--- src/rtl/pipe_pkg.sv ---
// rtl/pipe_pkg.sv - shared IF/ID assembler state codes and class-field constants
package pipe_pkg;

    localparam int CLS_W = 3;
    localparam logic [CLS_W-1:0] IMM_CLASS_DEF = 3'b101;

    typedef logic [0:0] state_t;
    localparam state_t ST_OPC = 1'b0;
    localparam state_t ST_IMM = 1'b1;

endpackage

--- src/rtl/if_id_perf_cnt.sv ---
// rtl/if_id_perf_cnt.sv - saturating bubble/flush event counter pair
module if_id_perf_cnt (
    input  logic        clk,
    input  logic        rst,
    input  logic        i_bubble,
    input  logic        i_flush,
    output logic [15:0] o_bubbles,
    output logic [15:0] o_flushes
);

    logic [15:0] r_bubbles;
    logic [15:0] r_flushes;

    always_ff @(posedge clk or posedge rst) begin
        if (rst) begin
            r_bubbles <= 16'h0000;
            r_flushes <= 16'h0000;
        end else begin
            if (i_bubble && (r_bubbles != 16'hFFFF))
                r_bubbles <= r_bubbles + 16'd1;
            if (i_flush && (r_flushes != 16'hFFFF))
                r_flushes <= r_flushes + 16'd1;
        end
    end

    assign o_bubbles = r_bubbles;
    assign o_flushes = r_flushes;

endmodule

--- src/rtl/if_id_assembler.sv ---
// rtl/if_id_assembler.sv - IF/ID register pairing immediate-class opcodes with their trailing word (IFID_PERF_CNT_EN adds perf counters)
module if_id_assembler
    import pipe_pkg::*;
#(
    parameter int                OPC_HI    = 15,
    parameter logic [CLS_W-1:0]  IMM_CLASS = IMM_CLASS_DEF,
    parameter int                PC_W      = 32
) (
    input  logic            clk,
    input  logic            rst,
    input  logic            in_valid,
    input  logic [15:0]     in_word,
    input  logic [PC_W-1:0] in_pc,
    output logic            in_ready,
    input  logic            stall,
    input  logic            flush,
    output logic            out_valid,
    output logic [15:0]     out_instr,
    output logic [15:0]     out_imm,
    output logic [PC_W-1:0] out_pc,
    output logic            out_has_imm
`ifdef IFID_PERF_CNT_EN
    ,
    output logic [15:0]     perf_bubbles,
    output logic [15:0]     perf_flushes
`endif
);

    state_t            r_state;
    logic [15:0]       r_hold_opc;
    logic [PC_W-1:0]   r_hold_pc;
    logic              r_out_valid;
    logic [15:0]       r_out_instr;
    logic [15:0]       r_out_imm;
    logic [PC_W-1:0]   r_out_pc;
    logic              r_out_has_imm;

    logic              w_accept;
    logic              w_two_word;
    logic              w_emit;
    logic [CLS_W-1:0]  w_cls;

    assign in_ready   = ~stall & ~flush;
    assign w_accept   = in_valid & in_ready;
    assign w_cls      = in_word[OPC_HI -: CLS_W];
    // Immediate words are never class-decoded, so the class test only matters in ST_OPC.
    assign w_two_word = (w_cls == IMM_CLASS);
    assign w_emit     = w_accept & ((r_state == ST_IMM) | ~w_two_word);

    always_ff @(posedge clk or posedge rst) begin
        if (rst) begin
            r_state       <= ST_OPC;
            r_hold_opc    <= 16'h0000;
            r_hold_pc     <= '0;
            r_out_valid   <= 1'b0;
            r_out_instr   <= 16'h0000;
            r_out_imm     <= 16'h0000;
            r_out_pc      <= '0;
            r_out_has_imm <= 1'b0;
        end else if (flush) begin
            r_state     <= ST_OPC;
            r_out_valid <= 1'b0;
        end else if (!stall) begin
            r_out_valid <= w_emit;
            if (w_accept) begin
                if (r_state == ST_IMM) begin
                    r_out_instr   <= r_hold_opc;
                    r_out_imm     <= in_word;
                    r_out_pc      <= r_hold_pc;
                    r_out_has_imm <= 1'b1;
                    r_state       <= ST_OPC;
                end else if (w_two_word) begin
                    r_hold_opc <= in_word;
                    r_hold_pc  <= in_pc;
                    r_state    <= ST_IMM;
                end else begin
                    r_out_instr   <= in_word;
                    r_out_imm     <= 16'h0000;
                    r_out_pc      <= in_pc;
                    r_out_has_imm <= 1'b0;
                end
            end
        end
    end

    assign out_valid   = r_out_valid;
    assign out_instr   = r_out_instr;
    assign out_imm     = r_out_imm;
    assign out_pc      = r_out_pc;
    assign out_has_imm = r_out_has_imm;

`ifdef IFID_PERF_CNT_EN
    logic w_bubble;
    assign w_bubble = ~stall & ~flush & ~w_emit;

    if_id_perf_cnt u_perf_cnt (
        .clk       (clk),
        .rst       (rst),
        .i_bubble  (w_bubble),
        .i_flush   (flush),
        .o_bubbles (perf_bubbles),
        .o_flushes (perf_flushes)
    );
`endif

endmodule

--- config.mk ---
export PLATFORM = sky130hd
export DESIGN_NAME = if_id_assembler
export DESIGN_NICKNAME = d
export VERILOG_FILES = /design/src/rtl/pipe_pkg.sv /design/src/rtl/if_id_perf_cnt.sv /design/src/rtl/if_id_assembler.sv
export SDC_FILE = /design/constraint.sdc
export NUM_CORES = 1
export LEC_CHECK = 0
export CAP_MARGIN = 0
export CORE_MARGIN = 3
export CORE_UTILIZATION = 50
export CTS_CLUSTER_DIAMETER = 120
export DETAILED_ROUTE_END_ITERATION = 6
export PLACE_DENSITY = 0.87
export SYNTH_ARGS = -nofsm -noshare
export SYNTH_HDL_FRONTEND = slang
export SYNTH_SLANG_ARGS = --single-unit
--- constraint.sdc ---
create_clock -name clk -period 4.7 [get_ports clk]
set_clock_uncertainty 0.2 [all_clocks]
set_input_delay 0.94 -clock clk [delete_from_list [all_inputs] [get_ports clk]]
set_output_delay 0.94 -clock clk [all_outputs]
set_load 0.01 [all_outputs]
Word level (Yosys, flattened, before mapping)
Index checks and enable logic that the tools add are counted.
{"block": "totals", "memories": 0, "romBits": 0, "elab_cells": 38, "latch_bits": 0, "ramBits": 0, "in_bits": 53, "reg_bits": 115}
{"block": "classes", "mux": 15, "n_div": 0, "n_reduce_logical": 4, "mul": 0, "n_addsub": 0, "eq_ne": 3, "bitwise": 8, "n_lt_le_gt_ge": 0, "shifts": 0}
{"operator": "$mux 16", "count": 4}
{"operator": "$mux 32", "count": 2}
{"operator": "$mux 1", "count": 9}
{"operator": "$reduce_and 5->1", "count": 1}
{"operator": "$not 1->1", "count": 4}
{"operator": "$reduce_and 4->1", "count": 1}
{"operator": "$and 1x1->1", "count": 3}
{"operator": "$eq 3x3->1 const B", "count": 1}
{"operator": "$ne 2x1->1 const B", "count": 1}
{"operator": "$ne 2x2->1 const B", "count": 1}
{"operator": "$reduce_and 2->1", "count": 1}
{"operator": "$reduce_bool 2->1", "count": 1}
{"operator": "$or 1x1->1", "count": 1}

Longest topological paths before layout
{"block": "depth", "ltp_word": 6, "depth_mapped": 5}

Worst setup path after synthesis
No wires, ideal clock.
{"block": "synth_timing", "path_kind": "input to register", "start": "input in_word[14]", "end": "register r_out_has_imm (netlist: out_has_imm)", "t_arrival_ns": 2.008, "path_slack_ns": 2.367, "stages": 5, "setup_time_ns": 0.125, "path_buffers": 2, "cell_sequence": "and4bb_1 -> nand2b_1 -> buf_4 -> buf_6 -> mux2_4"}
{"block": "synth_via", "elab_chain_cells": 3}
{"item": "from (decl)", "line": "if_id_assembler.sv:12", "rtl": "input logic [15:0] in_word,"}
{"item": "$eq 3x3->1", "line": "if_id_assembler.sv:47", "rtl": "assign w_two_word = (w_cls == IMM_CLASS);"}
{"item": "$ne 2x2->1 (no line)"}
{"item": "$reduce_and 4->1 (no line)"}
{"item": "to (signal assigned)", "line": "if_id_assembler.sv:59", "rtl": "r_out_has_imm <= 1'b0;"}
{"item": "to (signal assigned)", "line": "if_id_assembler.sv:70", "rtl": "r_out_has_imm <= 1'b1;"}
{"item": "to (signal assigned)", "line": "if_id_assembler.sv:80", "rtl": "r_out_has_imm <= 1'b0;"}
{"item": "to (decl)", "line": "if_id_assembler.sv:36", "rtl": "logic r_out_has_imm;"}
No other way between the ends.
A chain may end at the register's enable or synchronous reset.

Worst setup path in the final report
{"block": "layout_timing", "start": "input flush", "end": "register r_out_pc[17] (netlist: out_pc[17])"}
{"block": "layout_via", "elab_chain_cells": 4}
{"item": "from (decl)", "line": "if_id_assembler.sv:16", "rtl": "input logic flush,"}
{"item": "$not 1->1 (no line) *"}
{"item": "$and 1x1->1", "line": "if_id_assembler.sv:43", "rtl": "assign in_ready = ~stall & ~flush;"}
{"item": "$and 1x1->1", "line": "if_id_assembler.sv:44", "rtl": "assign w_accept = in_valid & in_ready;"}
{"item": "$reduce_and 4->1 (no line) *"}
{"item": "to (signal assigned)", "line": "if_id_assembler.sv:69", "rtl": "r_out_pc <= r_hold_pc;"}
{"item": "to (signal assigned)", "line": "if_id_assembler.sv:79", "rtl": "r_out_pc <= in_pc;"}
{"item": "to (decl)", "line": "if_id_assembler.sv:35", "rtl": "logic [PC_W-1:0] r_out_pc;"}
Mark *: on every way between the ends. The rest lies on a longest branch, timed or not.

==> results.json <==
{
  "synth.area.top_cells": "dfrtp_1 (58%), mux2_2 (23%), mux2_4 (6.0%), mux2_1 (4.5%), a21o_1 (2.4%)",
  "htreeDepth": 4,
  "grt_max_degree": 88,
  "final_cell_mix": "clkdlybuf4s50_1 (119), dfrtp_1 (114), mux2_2 (102)",
  "top_usage_layer": "met2",
  "worstSetupPathType": "in -> reg",
  "cp-end-kind": "flip-flop",
  "drt_wl_total_mm": 10.5,
  "cp_slowest_cell": "nor3b_4",
  "yosysWarnings": 0,
  "status": "complete, no violations",
  "core_area_um2": 9460,
  "cts_tree": "built",
  "worst_slew_pin_slew_ns": 1.04,
  "drt_iter0_drc": 74,
  "fmax_mhz": 307,
  "clk_pin_slew_ns": 0.06,
  "vias": 3075,
  "diodes": 0,
  "grt_pass1_vias": 3452,
  "syn-instance-count": 323,
  "post-route-min-period_ns": 3.25,
  "syn-num-nets": 376,
  "port_buffers": 119,
  "grt_util_met1_pct": 24.3,
  "clock_latency_ns": 0.50,
  "layout_commonest_cell": "clkdlybuf4s50_1",
  "synth-edff-count": 0,
  "synth_top_flop_cell": "dfrtp_1",
  "power_density_nw_per_um2": 464,
  "cap_violations": 0,
  "antenna_found_initial": 0,
  "start_util_pct": 52.8,
  "yosysSeqAreaShare_pct": 57.6,
  "rsz0062_at_grt": "no",
  "totalNegativeSetupSlack_ns": 0,
  "grt_overflow": 0,
  "post_cts_buffers": 0,
  "avgSynthCellArea_um2": 15.5,
  "gr-usage-met2_pct": 32.5,
  "synth_area_um2": 4990,
  "routedWlPerCell_um": 17.9,
  "dp_hpwl_mm": 6.83,
  "critPathBufInv": 1,
  "clkSinkCount": 115,
  "cp-start-kind": "input port",
  "drv_slew": 0,
  "track_usage_pct": 19.9,
  "num_io_pins": 120,
  "die_w_um": 106,
  "die_area_um2": 11200,
  "holdBufCountCts": 0,
  "drive_above_1_share_pct": 35.2,
  "viasPerCell": 5.24,
  "hold_class": "reg -> reg",
  "first_pass_iters": 4,
  "clk_path_buf_depth": 2,
  "ys_seq_elements": 115,
  "place_area_um2": 6270,
  "vdd_drop_max_v": 0.000334,
  "fin_nets": 499,
  "crit_family": "simple AND/OR/NAND/NOR gates",
  "crit_fanout": 66,
  "fin_crit_sh_pct": 69.2,
  "dieHeight_um": 106,
  "synth_top_cell_area_share_pct": 57.6,
  "gp_congestion": 0.745,
  "setup_viol": 0,
  "p_leak_nw": 3.28,
  "place_ws_ns": 0.905,
  "drcViolationCount": 0,
  "cts-resized-gates": 0,
  "ys_types": 21,
  "cts-root-buf": "clkbuf_8",
  "stdcell_area_um2": 6930,
  "numCtsBuffers": 17,
  "finalHoldViolCount": 0,
  "arrival_ns": 3.44,
  "crit_path_cell_trace": "clkdlybuf4s50_1 > nor3b_4 > nand2b_4 > mux2_2",
  "max_slew_margin_pct": 30.4,
  "synth_top_area_cell": "dfrtp_1",
  "final.setup.worst_slack_ns": 1.45,
  "grt_first_pass_wirelength_mm": 17.5,
  "rows": 35,
  "worst_path_largest_cell_delay_ns": 0.73,
  "crit_required_ns": 4.88,
  "grt_use_met3_pct": 7.77,
  "synthArstFlopShare_pct": 100,
  "postRouteAntennaNets": 0,
  "area_growth_syn_to_layout_pct": 38.7
}
==> cells by family after synthesis <==
kind of cell	after synthesis	synth area share, %
multiplexers	143	33.7
flip-flops	115	57.6
AND/OR/NAND/NOR	27	3.61
buffers and inverters	21	2.51
AO/OA/AOI/OAI	17	2.51
==> per-layer routing <==
metal  vias up  routed length (um)
li1       1394                   -
met4         0                 130
met3        15                 805
met1      1565                4350
met5         -                   0
met2       101                5250
==> stage by stage <==
step | util, % | power (mW) | hold slack [ns] | std cells
after global routing | 73.2 | 3.34 | 0.287 | 587
final | 73.2 | 3.21 | 0.263 | 587
after global placement | 66.3 | 1.79 | 0.244 | 556
after CTS | 73.2 | 3.24 | 0.266 | 587
after floorplan | - | 1.51 | 0.228 | 323
after detailed placement | 66.3 | 1.81 | 0.251 | 556
==> synth_stat cells (all sizes together) (2+ instances only) <==
cell type	number
clkbuf	7
a21o	16
buf	13
and3	16
nand2	2
nand2b	3
dfrtp	115
nor2	2
mux2	142
==> worst paths after layout <==
| check | start | end | slack, ns | cells after the start |
|---|---|---|---|---|
| hold / removal | r_hold_opc[13]$_DFFE_PP0P_ | r_hold_opc[13]$_DFFE_PP0P_ | 0.26 | 1 |
| min in group asynchronous | rst | out_pc[24]$_DFFE_PP0P_ | 0.85 | 2 |
| hold reg to reg | r_hold_opc[13]$_DFFE_PP0P_ | r_hold_opc[13]$_DFFE_PP0P_ | 0.26 | 1 |
| setup reg to reg | r_state$_DFFE_PP0P_ | out_pc[17]$_DFFE_PP0P_ | 2.39 | 3 |
| max in group asynchronous | rst | r_hold_opc[3]$_DFFE_PP0P_ | 2.64 | 3 |
| setup / recovery | flush | out_pc[17]$_DFFE_PP0P_ | 1.45 | 4 |
==> worst reg2reg max path: stages, from the launching register on <==
cell and delay [ns]:
dfrtp_2 0.39, and4bb_1 0.33, nand2b_4 0.81, mux2_2 0.47
==> area by class of cell <==
type                    count  area (um2)
inverters                   1        6.26
repair buffers            124        1230
clock inverters            10         204
well taps                 129         161
flip-flops and latches    115        2880
clock buffers              21         449
fillers                   636        2530
multi-input cells         187        2000
==> where the power goes <==
group	internal [mW]	switching (mW)
combinational	0.354	0.187
clock	0.991	0.426
sequential	1.16	0.0916
total	2.51	0.704
==> flip-flops by register name, summed over array words and instances (netlist names) <==
name and flops:
out_pc 32, r_hold_pc 32, out_imm 16, out_instr 16
r_hold_opc 16, out_has_imm 1, out_valid 1, r_state 1
Note: power is estimated with default switching activity, not from simulation.
